==> src/rtl/axi_req_arbiter_pkg.sv <==
// Shared definitions for the two-requester AXI-lite request arbiter.
package axi_req_arbiter_pkg;

    // Number of requesters and their fixed indices.
    localparam int NREQ    = 2;
    localparam int REQ_IF  = 0;   // instruction fetch
    localparam int REQ_LSU = 1;   // load/store unit

    // Transaction FSM: at most one AXI-lite transaction is ever outstanding.
    typedef enum logic [2:0] {
        ST_IDLE    = 3'd0,
        ST_RD_ADDR = 3'd1,
        ST_RD_DATA = 3'd2,
        ST_WR_REQ  = 3'd3,
        ST_WR_RESP = 3'd4
    } state_e;

endpackage

==> src/rtl/axi_req_arbiter_rr_arb2.sv <==
// Two-way round-robin picker. The grant output is combinational and one-hot;
// the last-grant register only moves when a grant is actually taken.
module rr_arb2
    import axi_req_arbiter_pkg::*;
(
    input  logic            clk,
    input  logic            rst_n,
    input  logic [NREQ-1:0] req_i,
    input  logic            en_i,
    output logic [NREQ-1:0] gnt_o
);

    // 1 = the LSU was granted last, so the instruction fetch wins the next tie.
    logic last_q;
    logic last_d;

    // Pick the only requester, or on a tie the one not granted last.
    always_comb begin
        gnt_o  = '0;
        last_d = last_q;
        case (req_i)
            2'b01:   gnt_o[REQ_IF]  = 1'b1;
            2'b10:   gnt_o[REQ_LSU] = 1'b1;
            2'b11: begin
                if (last_q) gnt_o[REQ_IF]  = 1'b1;
                else        gnt_o[REQ_LSU] = 1'b1;
            end
            default: gnt_o = '0;
        endcase
        if (en_i && (|req_i)) begin
            last_d = gnt_o[REQ_LSU];
        end
    end

    // Last-grant register; reset makes the instruction fetch the favoured side.
    always_ff @(posedge clk or negedge rst_n) begin
        if (!rst_n) begin
            last_q <= 1'b1;
        end else begin
            last_q <= last_d;
        end
    end

endmodule

==> src/rtl/axi_req_arbiter.sv <==
// Arbitrates instruction-fetch and load/store requests onto one AXI-lite
// master port, one transaction at a time. All AXI outputs come from flops.
module axi_req_arbiter
    import axi_req_arbiter_pkg::*;
#(
    parameter int ADDR_W = 32,
    parameter int DATA_W = 32
) (
    input  logic                     ACLK,
    input  logic                     ARESETN,
    // requester side
    input  logic [NREQ-1:0]          req_valid,
    input  logic [NREQ-1:0]          req_we,
    input  logic [NREQ*ADDR_W-1:0]   req_addr,
    input  logic [NREQ*DATA_W-1:0]   req_wdata,
    output logic [NREQ-1:0]          req_ready,
    output logic [NREQ-1:0]          rsp_valid,
    output logic [DATA_W-1:0]        rsp_rdata,
    // AXI-lite read address / data
    output logic [ADDR_W-1:0]        ARADDR,
    output logic                     ARVALID,
    input  logic                     ARREADY,
    input  logic [DATA_W-1:0]        RDATA,
    input  logic                     RVALID,
    output logic                     RREADY,
    // AXI-lite write address / data / response
    output logic [ADDR_W-1:0]        AWADDR,
    output logic                     AWVALID,
    input  logic                     AWREADY,
    output logic [DATA_W-1:0]        WDATA,
    output logic                     WVALID,
    input  logic                     WREADY,
    input  logic                     BVALID,
    output logic                     BREADY
);

    // Unpacked views of the requester buses.
    logic [ADDR_W-1:0] addr_arr  [NREQ];
    logic [DATA_W-1:0] wdata_arr [NREQ];

    for (genvar gi = 0; gi < NREQ; gi++) begin : g_unpack
        assign addr_arr[gi]  = req_addr[gi*ADDR_W +: ADDR_W];
        assign wdata_arr[gi] = req_wdata[gi*DATA_W +: DATA_W];
    end

    state_e              state_q, state_d;
    logic [NREQ-1:0]     owner_q, owner_d;      // one-hot owner of the open transaction
    logic                we_q, we_d;
    logic [ADDR_W-1:0]   addr_q, addr_d;        // drives both ARADDR and AWADDR
    logic [DATA_W-1:0]   wdata_q, wdata_d;
    logic                arvalid_q, arvalid_d;
    logic                rready_q, rready_d;
    logic                awvalid_q, awvalid_d;
    logic                wvalid_q, wvalid_d;
    logic                bready_q, bready_d;
    logic [NREQ-1:0]     rsp_valid_q, rsp_valid_d;
    logic [DATA_W-1:0]   rsp_rdata_q, rsp_rdata_d;

    logic [NREQ-1:0]     arb_gnt;
    logic                arb_en;
    logic                gidx;
    logic                aw_pend;
    logic                w_pend;

    // Grants are only taken in IDLE and never while reset is applied.
    assign arb_en = (state_q == ST_IDLE) && ARESETN;
    assign gidx   = arb_gnt[REQ_LSU];

    rr_arb2 u_rr_arb2 (
        .clk   (ACLK),
        .rst_n (ARESETN),
        .req_i (req_valid),
        .en_i  (arb_en),
        .gnt_o (arb_gnt)
    );

    // A write channel is still pending while its VALID is up and not yet accepted.
    assign aw_pend = awvalid_q && !AWREADY;
    assign w_pend  = wvalid_q  && !WREADY;

    // Next-state and next-output logic; every VALID/READY flop is computed
    // for the state being entered so the outputs line up with the state.
    always_comb begin
        state_d     = state_q;
        owner_d     = owner_q;
        we_d        = we_q;
        addr_d      = addr_q;
        wdata_d     = wdata_q;
        arvalid_d   = 1'b0;
        rready_d    = 1'b0;
        awvalid_d   = 1'b0;
        wvalid_d    = 1'b0;
        bready_d    = 1'b0;
        rsp_valid_d = '0;
        rsp_rdata_d = rsp_rdata_q;
        req_ready   = '0;

        case (state_q)
            ST_IDLE: begin
                if (arb_en && (|arb_gnt)) begin
                    req_ready = arb_gnt;
                    owner_d   = arb_gnt;
                    we_d      = req_we[gidx];
                    addr_d    = addr_arr[gidx];
                    wdata_d   = wdata_arr[gidx];
                    if (req_we[gidx]) begin
                        state_d   = ST_WR_REQ;
                        awvalid_d = 1'b1;
                        wvalid_d  = 1'b1;
                    end else begin
                        state_d   = ST_RD_ADDR;
                        arvalid_d = 1'b1;
                    end
                end
            end

            ST_RD_ADDR: begin
                if (ARREADY) begin
                    state_d  = ST_RD_DATA;
                    rready_d = 1'b1;
                end else begin
                    arvalid_d = 1'b1;
                end
            end

            ST_RD_DATA: begin
                if (RVALID) begin
                    state_d     = ST_IDLE;
                    rsp_valid_d = owner_q;
                    rsp_rdata_d = we_q ? '0 : RDATA;
                end else begin
                    rready_d = 1'b1;
                end
            end

            ST_WR_REQ: begin
                awvalid_d = aw_pend;
                wvalid_d  = w_pend;
                if (!aw_pend && !w_pend) begin
                    state_d  = ST_WR_RESP;
                    bready_d = 1'b1;
                end
            end

            ST_WR_RESP: begin
                if (BVALID) begin
                    state_d     = ST_IDLE;
                    rsp_valid_d = owner_q;
                    rsp_rdata_d = '0;
                end else begin
                    bready_d = 1'b1;
                end
            end

            default: begin
                state_d = ST_IDLE;
            end
        endcase
    end

    // State and output registers; reset abandons any open transaction.
    always_ff @(posedge ACLK or negedge ARESETN) begin
        if (!ARESETN) begin
            state_q     <= ST_IDLE;
            owner_q     <= '0;
            we_q        <= 1'b0;
            addr_q      <= '0;
            wdata_q     <= '0;
            arvalid_q   <= 1'b0;
            rready_q    <= 1'b0;
            awvalid_q   <= 1'b0;
            wvalid_q    <= 1'b0;
            bready_q    <= 1'b0;
            rsp_valid_q <= '0;
            rsp_rdata_q <= '0;
        end else begin
            state_q     <= state_d;
            owner_q     <= owner_d;
            we_q        <= we_d;
            addr_q      <= addr_d;
            wdata_q     <= wdata_d;
            arvalid_q   <= arvalid_d;
            rready_q    <= rready_d;
            awvalid_q   <= awvalid_d;
            wvalid_q    <= wvalid_d;
            bready_q    <= bready_d;
            rsp_valid_q <= rsp_valid_d;
            rsp_rdata_q <= rsp_rdata_d;
        end
    end

    assign ARADDR    = addr_q;
    assign ARVALID   = arvalid_q;
    assign RREADY    = rready_q;
    assign AWADDR    = addr_q;
    assign AWVALID   = awvalid_q;
    assign WDATA     = wdata_q;
    assign WVALID    = wvalid_q;
    assign BREADY    = bready_q;
    assign rsp_valid = rsp_valid_q;
    assign rsp_rdata = rsp_rdata_q;

endmodule

==> config.mk <==
export PLATFORM = sky130hd
export DESIGN_NAME = axi_req_arbiter
export DESIGN_NICKNAME = d
export VERILOG_FILES = /design/src/rtl/axi_req_arbiter_pkg.sv /design/src/rtl/axi_req_arbiter_rr_arb2.sv /design/src/rtl/axi_req_arbiter.sv
export SDC_FILE = /design/constraint.sdc
export NUM_CORES = 1
export LEC_CHECK = 0
export CAP_MARGIN = 5
export CORE_ASPECT_RATIO = 0.7
export CORE_MARGIN = 1.5
export CORE_UTILIZATION = 42
export CTS_CLUSTER_DIAMETER = 30
export CTS_CLUSTER_SIZE = 16
export DETAILED_ROUTE_END_ITERATION = 6
export GPL_ROUTABILITY_DRIVEN = 0
export PLACE_DENSITY = 0.93
export SLEW_MARGIN = 20
export SYNTH_ARGS = -nofsm -noshare
export SYNTH_HDL_FRONTEND = slang
export SYNTH_SLANG_ARGS = --single-unit
==> constraint.sdc <==
create_clock -name ACLK -period 2.7 [get_ports ACLK]
set_input_delay 0.54 -clock ACLK [delete_from_list [all_inputs] [get_ports ACLK]]
set_output_delay 0.54 -clock ACLK [all_outputs]
set_load 0.05 [all_outputs]
==> run summary <==
Total track usage: 22.1%
Post-route ant nets: 0
Clock sink count: 110
Post-Syn Area per Cell: 13.7 um2
Synth Area in Simple Gates: 6.67%
Endpoints failing setup: 0
Post-CTS resize count: 0
Fill count: 924
Core area: 13,100 um2
Worst-path clk slew: 0.07 ns
Worst-margin pin slew: 0.884 ns
Mux contribution to synthesized area: 34.2%
First-pass iteration count of the detailed router: 4
LEAKAGE: 0.00375 uW
Num ports: 308
DRC errors left: 0
Seq/Total Area, Yosys: 49.2%
Number of port buffers: 307
Area grow syn2layout: 58.5%
Initial antenna violation count: 0
Via density: 5.05
Max Cap Viol: 0
# hold bufs at CTS: 0
Synth cell types: 36
CTS tree: built
Layout cell share with drive strength beyond 1: 27.6%
WL met1: 6010 um
Post-synthesis cell area: 5590 um2
Pwr Total: 11,800 uW
Ant diodes: 0
DRT Wirelength: 15,500 um
Pre-CTS WS: 0.197 ns
H-tree levels: 3
Critical path fanouts, max: 11
Setup crit end kind: output port
Normalized max-slew margin: 41.1%
Initial Util: 42.7%
Die height: 99.6 um
CP max-delay cell: dfrtp_1
Run status: finished clean
Fin. Hold Viols: 0
Crit path launch type: flop
Critical path's largest stage delay: 0.52 ns
Syn Nets: 580
CTS root buf: clkbuf_16
Critical Path, Cell by Cell: nor4b_2 -> nand2_1 -> nor2_1 -> buf_12
Combinational family with the most area after synthesis: multiplexers
Max Freq: 408 MHz
Synth Area in Compound Gates: 2.04%
DR WL met3: 936 um
Met2 wire length: 8230 um
Final #Nets: 849
Max Slew Vio Count: 0
Post-CTS Setup Inserts: 0
Critical path class: flop to output port
Vias in the first global route: 4,647
Post-layout instance area: 8860 um2
Largest net degree at the start of global routing: 69
Class of the worst hold path: input port to async pin
Row count: 35
Synth warnings: 0
Die area: 14,000 um2
Fin crit share: 90.7%
Crit path arrival time: 1.91 ns
Global route overflow: 0
Sum of negative setup slack: 0 ns
DR top layer: met4
Dpl cell area: 8570 um2
Drt first-iter violations: 102
CTS Buf Count: 9
Peak supply drop: 738 uV
Routed vias: 4,279
Cells after Synth: 409
Routed len/inst: 18.2 um
CTS max path bufs: 2
Req. time, crit path: 2.16 ns
Unrepaired setup endpoints after global routing: false
Synth Register Bits: 110
Setup ws final: 0.250 ns
Adder-cell area share of the yosys netlist: 0%
Pwr/cell area: 1330 nW/um2
Worst-Skew Late Latency: 0.34 ns
Die X: 141 um
Synth Area in XOR/XNOR: 0%
Final clock skew: 0.00836 ns
First-pass GRT wire length: 24,200 um
Period minus WS final: 2.45 ns
Final HPWL DP: 11,800 um
## path summary, 6_finish.rpt
| kind | start | end | slack [ns] | cells after the start |
|---|---|---|---|---|
| worst max register to register | state_q[0] | WDATA[13] | 0.64 | 4 |
| min in group ACLK | owner_q[1] | owner_q[1] | 0.48 | 1 |
| worst min register to register | owner_q[1] | owner_q[1] | 0.48 | 1 |
| worst min-delay path | ARESETN | ARADDR[18] | 0.32 | 2 |
| worst max-delay path | state_q[0] | req_ready[0] | 0.25 | 4 |
| max in group asynchronous | ARESETN | WDATA[5] | 1.08 | 3 |
## report_power, final
group | switching [uW] | internal (uW)
combinational | 4600 | 2920
clock | 614 | 722
sequential | 505 | 2400
total | 5720 | 6040
## logic make-up (layout without fill, tap and decap cells)
logic type	count (synthesis)	count (layout)
DFF	110	110
muxes	163	163
buffers and inverters	58	331
AOI/OAI and AO/OA	16	16
and+or+nand+nor	62	62
## flip-flops by register name (all words and copies together), names as in the netlist
register / cells
ARADDR: 32
WDATA: 32
rsp_rdata: 32
state_q: 3
owner_q: 2
rsp_valid: 2
ARVALID: 1
AWVALID: 1
BREADY: 1
RREADY: 1
WVALID: 1
u_rr_arb2.last_q: 1
we_q: 1
## per-stage QoR
step / hold WS, ns / utilization (%) / cells
CTS: 0.334 / 67.7 / 848
finish: 0.324 / 67.7 / 848
global route: 0.367 / 67.7 / 848
detailed placement: 0.461 / 65.4 / 833
floorplan: 0.244 / - / 409
global placement: 0.457 / 65.4 / 833
## layout by cell type, fill, tap and decap left out, drive strengths merged, types with 2 or more instances in the layout
master,count
clkdlybuf4s50,304
mux2,160
dfrtp,109
and3,32
buf,11
clkbuf,9
nor2,8
nand2,5
nand2b,4
o22ai,4
mux2i,3
nor2b,3
and2,3
a21oi,3
o21ai,2
nand3b,2
a21o,2
clkinv,2
clkinvlp,2
inv,2
## final cells by class
| type | count | area [um2] | share of cell area (%) |
|---|---|---|---|
| Multi-Input combinational cell | 241 | 2410 | 27.2 |
| Tap cell | 166 | 208 | 2.34 |
| Sequential cell | 110 | 2750 | 31.1 |
| Clock buffer | 9 | 225 | 2.54 |
| Inverter | 1 | 3.75 | 0.0423 |
| Timing Repair Buffer | 315 | 3190 | 36.0 |
| Clock inverter | 6 | 71.3 | 0.805 |
## per-layer routing
layer,GRT usage (%),vias up
met4,7.21,0
met1,24.8,2124
li1,-,1959
met2,40.8,173
met5,0,-
met3,5.97,23
## Yosys cell counts
cell,number,share of area (%)
clkbuf_1,5,0.34
nor2b_1,3,0.34
a21oi_1,2,0.18
dfrtp_1,109,49
buf_1,1,0.067
and3_1,32,3.6
mux2i_1,3,0.54
or3b_4,1,0.20
buf_6,4,0.81
buf_12,2,0.72
nand3_1,1,0.089
a21o_1,2,0.27
buf_2,6,0.54
a31o_2,1,0.16
nor4b_2,1,0.27
and2b_2,1,0.16
nand2_1,5,0.34
o21ai_0,2,0.18
mux2_1,6,1.2
mux2_4,21,5.6
a32o_1,1,0.18
buf_8,1,0.27
a21boi_2,1,0.20
and2_1,3,0.34
nor2_1,8,0.54
or2_2,1,0.11
nand2b_1,4,0.45
nand3b_1,2,0.27
a31oi_1,1,0.11
buf_4,38,5.1
o22ai_1,4,0.45
dfstp_2,1,0.47
a21oi_2,1,0.16
inv_1,1,0.067
mux2_2,133,27
a22o_1,1,0.16
## critical path: cells and delay by family, from the launching register on
kind	cells	cell delay (ns)
and+or+nand+nor	3	0.88
buffers and inverters	1	0.17
DFF	1	0.52
No activity file was read; power rests on OpenSTA's default activity.
==> edit 1, RTL diff (same settings) <==
Encoding of `state_e`: now one-hot (5 bits for 5 states).
--- a/src/rtl/axi_req_arbiter_pkg.sv
+++ b/src/rtl/axi_req_arbiter_pkg.sv
@@ -7,12 +7,12 @@
     localparam int REQ_LSU = 1;   // load/store unit
 
     // Transaction FSM: at most one AXI-lite transaction is ever outstanding.
-    typedef enum logic [2:0] {
-        ST_IDLE    = 3'd0,
-        ST_RD_ADDR = 3'd1,
-        ST_RD_DATA = 3'd2,
-        ST_WR_REQ  = 3'd3,
-        ST_WR_RESP = 3'd4
+    typedef enum logic [4:0] {
+        ST_IDLE    = 5'b00001,
+        ST_RD_ADDR = 5'b00010,
+        ST_RD_DATA = 5'b00100,
+        ST_WR_REQ  = 5'b01000,
+        ST_WR_RESP = 5'b10000
     } state_e;
 
 endpackage
Formal check against the unedited RTL: same outputs for any inputs over 4 cycles, from zero or initial values and one cycle with ARESETN low; so few cycles prove little.
==> edit 1 against the original RTL <==
  * Non-clock buffer count grew 1
  * Routed wire length decreased by 0.67%
  * Sequential cell count up 2
  * Highest routed layer unchanged
  * Area after synthesis is 6.5% lower
  * Hold slack lost 0.061 ns
  * Power is 3.8% lower
  * Worst setup slack got worse by 0.094 ns
  * Via count up 8.5%
  * Critical path type unchanged
  * Cell count rose by 11%
  * Design area decreased by 3.5%
==> edit 1: results (changes against the original RTL) <==
\begin{tabular}{lr}
\hline
Metric & Value \\
\hline
\multicolumn{2}{l}{\textbf{Layout}} \\
Non-filler instance count after layout & 944 (+11\%) \\
Number of non-clock inverters in the layout & 36 (+35) \\
Multi-input combinational gate total & 308 (+28\%) \\
Repair and plain buffers & 316 (+0.32\%) \\
Final-stage net count & 954 (+12\%) \\
Layout clock buffers & 10 (+1) \\
Fraction of layout instances using a drive strength above 1 & 4.07\% (-23 points) \\
Combined flip-flop and latch cell area & 0.00281 sq mm (+1.9\%) \\
Multi-input gate share of the layout cell area & 22.3\% (-5.0 points) \\
Fill cell instance count of the final layout & 849 (-8.1\%) \\
\multicolumn{2}{l}{\textbf{Setup path}} \\
Cell type of the slowest stage on the worst timing path & sky130\_fd\_sc\_hd\_\_or3\_1 \\
Number of cells traversed by the worst register-to-register path & 5 (+1) \\
Beginning of the worst register-to-register path & state\_q[2] \\
Worst reg2reg endpoint & we\_q \\
Critical path arrival & 2.00 ns (+0.09 ns) \\
\multicolumn{2}{l}{\textbf{Global route}} \\
Wire length of the first global-routing pass & 23500 microns (-2.7\%) \\
Vias in the first global route & 4710 (+1.4\%) \\
\multicolumn{2}{l}{\textbf{Yosys}} \\
Ranking of synthesized cells by instance count & 110 x sky130\_fd\_sc\_hd\_\_dfrtp\_1, 70 x sky130\_fd\_sc\_hd\_\_nor2\_1, 67 x sky130\_fd\_sc\_hd\_\_a21oi\_1 \\
Number of nets in the synthesized netlist & 690 (+19\%) \\
Area fraction of the dominant cell type after synthesis & 52.6\% (+3.8 points) \\
Number of different library cells in the post-synthesis netlist & 32 (-11\%) \\
Avg Inst Size Synth & 10.1 sq um (-26\%) \\
Portion of the post-synthesis area used by sequential elements & 53.6\% (+4.4 points) \\
Cells taking the most area after synthesis & sky130\_fd\_sc\_hd\_\_dfrtp\_1 53\%, sky130\_fd\_sc\_hd\_\_mux2i\_1 12\%, sky130\_fd\_sc\_hd\_\_a21oi\_1 6.4\%, sky130\_fd\_sc\_hd\_\_nor2\_1 5.0\%, sky130\_fd\_sc\_hd\_\_buf\_4 4.7\% \\
\multicolumn{2}{l}{\textbf{Status}} \\
Run status & finished clean \\
\multicolumn{2}{l}{\textbf{STA}} \\
Final Hold Slack & 0.262 ns (-0.0613 ns) \\
\multicolumn{2}{l}{\textbf{Pwr}} \\
Reported leakage power & 0.00367 uW (-2.0\%) \\
\multicolumn{2}{l}{\textbf{Placement}} \\
Placed Instances & 928 (+11\%) \\
\hline
\end{tabular}
[edit 1: per-layer routing]
| metal | vias to the layer above | global-route usage (%) | wire, microns | share of wire, % |
|---|---|---|---|---|
| met1 | 2194 | 25.4 | 5930 | 39 |
| li1 | 2245 | - | - | - |
| met2 | 182 | 44.3 | 8140 | 53 |
| met5 | - | 0 | 0 | 0 |
| met3 | 22 | 6.16 | 1060 | 6.9 |
| met4 | 0 | 6.29 | 227 | 1.5 |
[edit 1: kinds of logic (layout without fill, tap and decap cells)]
group / after synthesis / in the layout / share of synthesized area (%)
xor+xnor: 1 / 1 / 0.167
buf+inv: 99 / 367 / 10.4
mux: 65 / 65 / 12.4
compound gates: 116 / 116 / 13.0
flops: 112 / 112 / 53.6
simple gates: 126 / 126 / 10.3
[edit 1: report_power, final]
part	total [uW]	switching (uW)	internal, uW
logic	7150	4780	2370
registers	2960	510	2440
clock network	1220	587	630
[edit 1: worst max-delay path by stage]
stage	from	end	slack (ns)	depth (start not counted)
after floorplan	state_q[2]	req_ready[0]	0.53	3
after global placement	req_valid[1]	req_ready[1]	0.41	4
after detailed placement	req_valid[1]	req_ready[1]	0.35	4
after CTS	state_q[2]	req_ready[1]	0.13	4
after global routing	state_q[2]	req_ready[1]	0.02	4
final	state_q[2]	req_ready[1]	0.16	4
[edit 1: stage by stage]
step / total power [uW] / setup WS, ns / instance area [sq um] / util (%)
after floorplan: 7820 / 0.534 / 5230 / -
after global placement: 9980 / 0.410 / 8250 / 69.2
after detailed placement: 10200 / 0.346 / 8250 / 69.2
after CTS: 11400 / 0.131 / 8520 / 71.4
after global routing: 11900 / 0.0166 / 8550 / 71.7
final: 11300 / 0.156 / 8550 / 71.7
==> edit 2, RTL diff (same flow settings) <==
Made on the original files. `DATA_W`: 32 -> 16.
--- a/src/rtl/axi_req_arbiter.sv
+++ b/src/rtl/axi_req_arbiter.sv
@@ -4,7 +4,7 @@
     import axi_req_arbiter_pkg::*;
 #(
     parameter int ADDR_W = 32,
-    parameter int DATA_W = 32
+    parameter int DATA_W = 16
 ) (
     input  logic                     ACLK,
     input  logic                     ARESETN,
Ports: changed (resized RDATA, WDATA, req_wdata and rsp_rdata); port bits go from 308 to 228. No check against the original RTL was run, so the function may have changed too.
==> edit 2 against the original RTL <==
  * Sequential cell count is 32 lower
  * Combinational power is 21% lower
  * First-iteration DRC count is 21% higher
  * Routed wire length is 30% lower
  * Worst setup slack better by 0.0047 ns
  * Area after synthesis is 24% lower
  * Power is 20% lower
  * Design area is 24% lower
  * Critical path type unchanged
==> edit 2: results (changes against the original RTL) <==
\begin{tabular}{lr}
\hline
Metric & Value \\
\hline
\multicolumn{2}{l}{\textbf{Yosys}} \\
Portion of the post-synthesis area used by sequential elements & 46.1\% (-3.1 points) \\
Ranking of synthesized cells by instance count & 77 x sky130\_fd\_sc\_hd\_\_dfrtp\_1, 58 x sky130\_fd\_sc\_hd\_\_mux2\_2, 47 x sky130\_fd\_sc\_hd\_\_mux2\_4 \\
Post-Synthesis Cells & 306 (-25\%) \\
Number of nets in the synthesized netlist & 429 (-26\%) \\
Cells taking the most area after synthesis & sky130\_fd\_sc\_hd\_\_dfrtp\_1 46\%, sky130\_fd\_sc\_hd\_\_mux2\_4 17\%, sky130\_fd\_sc\_hd\_\_mux2\_2 15\%, sky130\_fd\_sc\_hd\_\_buf\_4 5.7\%, sky130\_fd\_sc\_hd\_\_and3\_1 2.4\% \\
\multicolumn{2}{l}{\textbf{Setup path}} \\
Cell type of the slowest stage on the worst timing path & sky130\_fd\_sc\_hd\_\_nor4b\_2 \\
Worst reg2reg endpoint & WDATA[2] \\
Register-to-register setup slack & 0.47 ns (-0.17 ns) \\
\multicolumn{2}{l}{\textbf{Status}} \\
Run status & finished clean \\
\multicolumn{2}{l}{\textbf{Placement}} \\
DP Worst Slack & 0.268 ns (+0.0713 ns) \\
Port Buf Inserts & 227 (-26\%) \\
Post-Place Cell Area & 0.00639 sq mm (-25\%) \\
Placed Instances & 620 (-26\%) \\
\multicolumn{2}{l}{\textbf{STA}} \\
Clock Skew & 0.00575 ns (-0.00261 ns) \\
\multicolumn{2}{l}{\textbf{Routing}} \\
Detailed-route via count & 3124 (-27\%) \\
Iter 0 DRT Violations & 123 (+21\%) \\
Amount of wire on met2 after detailed routing & 5400 microns (-34\%) \\
Detailed-route wire length & 10800 microns (-30\%) \\
Drt wl/cell & 16.9 microns (-7.1\%) \\
Met1 Wirelength & 4500 microns (-25\%) \\
\multicolumn{2}{l}{\textbf{Global route}} \\
Wire length of the first global-routing pass & 16800 microns (-31\%) \\
Met2 track demand over resource in global routing & 36.4\% (-4.4 points) \\
Overall track demand over capacity in global routing & 20.5\% (-1.5 points) \\
Vias in the first global route & 3266 (-30\%) \\
\multicolumn{2}{l}{\textbf{Layout}} \\
Final-stage net count & 626 (-26\%) \\
Fraction of layout instances using a drive strength above 1 & 27.2\% (-0.40 points) \\
\multicolumn{2}{l}{\textbf{Pwr}} \\
Largest vdd supply drop & 0.862 mV (+17\%) \\
\hline
\end{tabular}
edit 2: logic make-up after synthesis:
family	Yosys count	synth area share (%)
compound gates	17	2.96
mux	115	34.7
simple gates	46	6.38
buf+inv	50	9.87
flops	78	46.1
edit 2: final cells by class:
class                           count  area (sq um)
Multi-Input combinational cell    178          1870
Timing Repair Buffer              235          2400
Inverter                            1          3.75
Fill cell                         698          3010
Clock buffer                       13           270
Tap cell                          128           160
Clock inverter                      3          90.1
Sequential cell                    78          1950
edit 2: worst max path at each step:
stage / endpoint / slack, ns / cells past startpoint
4_1_cts: req_ready[0] / 0.24 / 4
2_1_floorplan: req_ready[0] / 0.52 / 3
3_3_place_gp: ARADDR[26] / 0.34 / 5
5_1_grt: req_ready[0] / 0.03 / 4
6_report: req_ready[0] / 0.26 / 4
3_5_place_dp: ARADDR[31] / 0.27 / 5
edit 2: power by group:
part	switching (uW)	leakage, uW	internal [uW]	total (uW)
registers	419	0.000953	1720	2130
logic	3550	0.00175	2350	5910
clock network	446	0.000176	979	1430
